$ cat src/rtl/sel_mux_pipe.sv
// Registered N-way word selector with a valid/ready handshake and a 2-entry
// (output register + skid) buffer, sticky bad-select flag and transfer counter.
module sel_mux_pipe #(
    parameter int WIDTH  = 32,
    parameter int NUM_IN = 3,
    parameter int SEL_W  = 2,
    parameter int CNT_W  = 16
) (
    input  logic                    clk,
    input  logic                    rst,
    input  logic [NUM_IN*WIDTH-1:0] in_data,
    input  logic [SEL_W-1:0]        sel,
    input  logic                    in_valid,
    output logic                    in_ready,
    output logic [WIDTH-1:0]        out_data,
    output logic                    out_valid,
    input  logic                    out_ready,
    output logic                    sel_err,
    input  logic                    err_clr,
    output logic [CNT_W-1:0]        xfer_cnt
);

    logic [WIDTH-1:0] r_out_data;
    logic             r_out_valid;
    logic [WIDTH-1:0] r_skid_data;
    logic             r_skid_full;
    logic             r_sel_err;
    logic [CNT_W-1:0] r_xfer_cnt;

    logic [WIDTH-1:0] w_word;
    logic             w_oor;
    logic             w_accept;
    logic             w_emit;

    // Out-of-range selects fall back to slice 0 and raise w_oor.
    always_comb begin
        w_word = in_data[WIDTH-1:0];
        w_oor  = 1'b1;
        for (int k = 0; k < NUM_IN; k++) begin
            if (sel == SEL_W'(k)) begin
                w_word = in_data[k*WIDTH +: WIDTH];
                w_oor  = 1'b0;
            end
        end
    end

    // in_ready depends only on the skid register, never on out_ready.
    assign in_ready = ~r_skid_full;
    assign w_accept = in_valid & ~r_skid_full;
    assign w_emit   = r_out_valid & out_ready;

    always_ff @(posedge clk or posedge rst) begin
        if (rst) begin
            r_out_data  <= '0;
            r_out_valid <= 1'b0;
            r_skid_data <= '0;
            r_skid_full <= 1'b0;
        end else if (r_skid_full) begin
            if (w_emit) begin
                r_out_data  <= r_skid_data;
                r_skid_full <= 1'b0;
            end
        end else if (!r_out_valid || w_emit) begin
            if (w_accept) begin
                r_out_data  <= w_word;
                r_out_valid <= 1'b1;
            end else begin
                r_out_valid <= 1'b0;
            end
        end else if (w_accept) begin
            r_skid_data <= w_word;
            r_skid_full <= 1'b1;
        end
    end

    always_ff @(posedge clk or posedge rst) begin
        if (rst) begin
            r_sel_err  <= 1'b0;
            r_xfer_cnt <= '0;
        end else begin
            // A new bad select takes priority over a simultaneous clear.
            if (w_accept && w_oor) begin
                r_sel_err <= 1'b1;
            end else if (err_clr) begin
                r_sel_err <= 1'b0;
            end
            if (w_emit) begin
                r_xfer_cnt <= r_xfer_cnt + 1'b1;
            end
        end
    end

    assign out_data  = r_out_data;
    assign out_valid = r_out_valid;
    assign sel_err   = r_sel_err;
    assign xfer_cnt  = r_xfer_cnt;

endmodule

$ cat config.mk
export PLATFORM = sky130hd
export DESIGN_NAME = sel_mux_pipe
export DESIGN_NICKNAME = d
export VERILOG_FILES = /design/src/rtl/sel_mux_pipe.sv
export SDC_FILE = /design/constraint.sdc
export NUM_CORES = 1
export LEC_CHECK = 0
export ABC_AREA = 1
export CORE_AREA = 2 2 101 103
export DETAILED_ROUTE_END_ITERATION = 12
export DIE_AREA = 0 0 103 105
export PLACE_DENSITY = 0.81
export SYNTH_ARGS = -nofsm -noshare
export SYNTH_HDL_FRONTEND = slang
export SYNTH_SLANG_ARGS = --single-unit
$ cat constraint.sdc
create_clock -name clk -period 3.4 [get_ports clk]
set_clock_uncertainty 0.2 [all_clocks]
set_input_delay 0.68 -clock clk [delete_from_list [all_inputs] [get_ports clk]]
set_output_delay 0.68 -clock clk [all_outputs]
set_load 0.02 [all_outputs]
==> flow_metrics.env <==
export IMPL_root_buffer="clkbuf_8"
export IMPL_dieArea_um2=10800
export IMPL_grt_ovfl_total=0
export IMPL_worstSetupEndpointType="output pin"
export IMPL_cts_sink_count=83
export IMPL_critical_path_class="reg2out"
export IMPL_grt_pass1_wl_um=19200
export IMPL_power_density_nw_per_um2=741
export IMPL_netlist_cell_type_count=27
export IMPL_io_buffers=153
export IMPL_ctsResizeCount=0
export IMPL_yosys_warnings=0
export IMPL_routedWlPerCell_um=13.6
export IMPL_synthFlopType="dfrtp_1"
export IMPL_yosysSeqAreaShare=0.471
export IMPL_yosysTopAreaCellShare=0.471
export IMPL_rrSetupSlack_ns=0.98
export IMPL_clockBufferDepth=2
export IMPL_max_cap_violations=0
export IMPL_start_util=0.458
export IMPL_slowest_stage="dfrtp_1"
export IMPL_register_area_um2=2080
export IMPL_wirelength_um=11700
export IMPL_cp_arrival_ns=1.77
export IMPL_ys_seq_elements=83
export IMPL_worstHoldPathType="reg2reg"
export IMPL_crit_required_ns=2.52
export IMPL_synth_top_cell_by_area="dfrtp_1"
export IMPL_fin_util=0.641
export IMPL_hold_violations=0
export IMPL_diodes=0
export IMPL_postRouteAntennaNets=0
export IMPL_post_cts_setup_buffers=0
export IMPL_dieHeight_um=105
export IMPL_fmax_mhz=377
export IMPL_vias_per_cell=5.01
export IMPL_cts_buffers=9
export IMPL_grt_pass1_vias=4131
export IMPL_fp_row_count=36
export IMPL_grt_start_max_net_pins=66
export IMPL_yosysMostFrequentCell="nand2_1"
export IMPL_cp_start_kind="flop"
export IMPL_worst_slack_ns=0.748
export IMPL_finalCritPeriodShare=0.780
export IMPL_placed_cells=849
export IMPL_setup_viol=0
export IMPL_grtUsageTotal=0.223
export IMPL_dr_first_iter_drc_count=257
export IMPL_vias=4332
export IMPL_cpPeakStageDelay_ns=0.76
export IMPL_cp_cell_sequence="inv_2 > clkdlybuf4s50_1"
export IMPL_pre_cts_ws_ns=0.547
export IMPL_io_pins=154
export IMPL_cp_max_fo=15
export IMPL_drive_above_1_share=0.0574
export IMPL_cts_hold_buf=0
export IMPL_avgSynthCellArea_um2=7.49
export IMPL_dr_pass1_iters=5
export IMPL_synth_cell_area_um2=4410
export IMPL_die_w_um=103
export IMPL_synthTopCellsByArea="dfrtp_1 (47%), nand2_1 (19%), nor2_1 (5.6%)"
export IMPL_total_leakage_power_nw=2.94
export IMPL_worstSkewPairLatency_ns=0.36
export IMPL_antenna_found_initial=0
export IMPL_yosys_top_cells_count="nand2_1 (226), dfrtp_1 (83), nor2_1 (66)"
export IMPL_drc=0
export IMPL_syn_nets=693
export IMPL_instances_no_fill=865
export IMPL_cts_tree="done"
export IMPL_async_flop_share=1.00
export IMPL_layout_nets=831
export IMPL_hpwl_um=8530
export IMPL_status="finished, final reports clean"
export IMPL_netlist_instances=589
export IMPL_synth_edff_count=0
export IMPL_tns_ns=0
export IMPL_drv_slew=0
export IMPL_multi_input_area_um2=2040
export IMPL_tightest_slew_ns=1.07
export IMPL_ir_worst_vdd_v=0.000387
export IMPL_relSlewSlack=0.286
export IMPL_fp_coreArea_um2=9640
export IMPL_cts_reportedPaths_clkPinSlew_ns=0.08
export IMPL_layout_min_cycle_time_ns=2.65
export IMPL_area_growth_pct=40.0
export IMPL_ctsHtreeMaxLevel=3
export IMPL_rsz0062_at_grt="no"
export IMPL_nFillCells=840
export IMPL_place_congestion=0.864
registers in the layout, summed over array words and instances, names as in the netlist:
register     cells
r_skid_data     32
out_valid        1
sel_err          1
r_skid_full      1
xfer_cnt        16
out_data        32
through the flow:
stage	total power [mW]	hold WS (ns)	cell area (µm²)
floorplan	2.94	0.253	4410
global placement	3.70	0.267	5950
detailed placement	3.80	0.272	5950
CTS	4.60	0.293	6180
global route	4.90	0.308	6180
finish	4.58	0.285	6180
layout make-up:
class,instances,share of cell area
Sequential cell,83,0.336
Multi-Input combinational cell,455,0.330
Timing Repair Buffer,158,0.258
Tap cell,133,0.0269
Clock buffer,10,0.0223
Clock inverter,6,0.0144
Inverter,20,0.0124
layout by cell type, fill, tap and decap left out:
cell type and n:
o21ai_0 12, clkinvlp_4 2, nor2_2 2, bufinv_16 2, nand3_1 48, nand2_1 225, ha_1 1, nand3b_1 1
xnor2_1 3, nand2_4 2, xor2_1 9, clkinv_4 1, clkinv_2 2, inv_2 4, o21ai_1 46, o21ai_4 1
inv_1 15, dfrtp_1 83, nand3_2 1, nand2_2 2, or2_2 4, clkbuf_8 10, o21ai_2 1, buf_4 3
clkdlybuf4s50_1 153, nor2_4 3, or2_1 6, buf_12 2, nor3_1 1, a21oi_1 21, nor2_1 66
cell families after synthesis:
kind of cell / synth area share
simple gates: 0.339
compound gates: 0.0953
flops: 0.471
xor+xnor: 0.0238
fa+ha+maj: 0.00284
buf+inv: 0.0681
power by group:
part,internal (mW),switching (mW),leakage (nW)
Clock,0.433,0.360,0.108
Combinational,0.898,1.16,1.80
Sequential,1.41,0.320,1.03
Total,2.74,1.84,2.94
critical path: cells and delay by family (launching register included):
kind                   cells  cell delay (ns)
buffers and inverters      2             0.66
DFF                        1             0.76
layer usage:
metal	global-route usage	vias up	routed length [µm]
li1	-	2147	-
met1	0.283	2038	4830
met2	0.382	136	6020
met3	0.0508	11	752
met4	0.0536	0	123
met5	0	-	0
final timing paths:
check / start / cells past startpoint / endpoint
min: out_data[29] / 2 / out_data[29]
max in group asynchronous: rst / 3 / r_skid_data[0]
max reg2reg: r_skid_full / 5 / out_data[19]
min reg2reg: out_data[29] / 2 / out_data[29]
min in group asynchronous: rst / 2 / xfer_cnt[13]
max: r_skid_full / 2 / in_ready
Note: power is estimated with default switching activity, not from simulation.
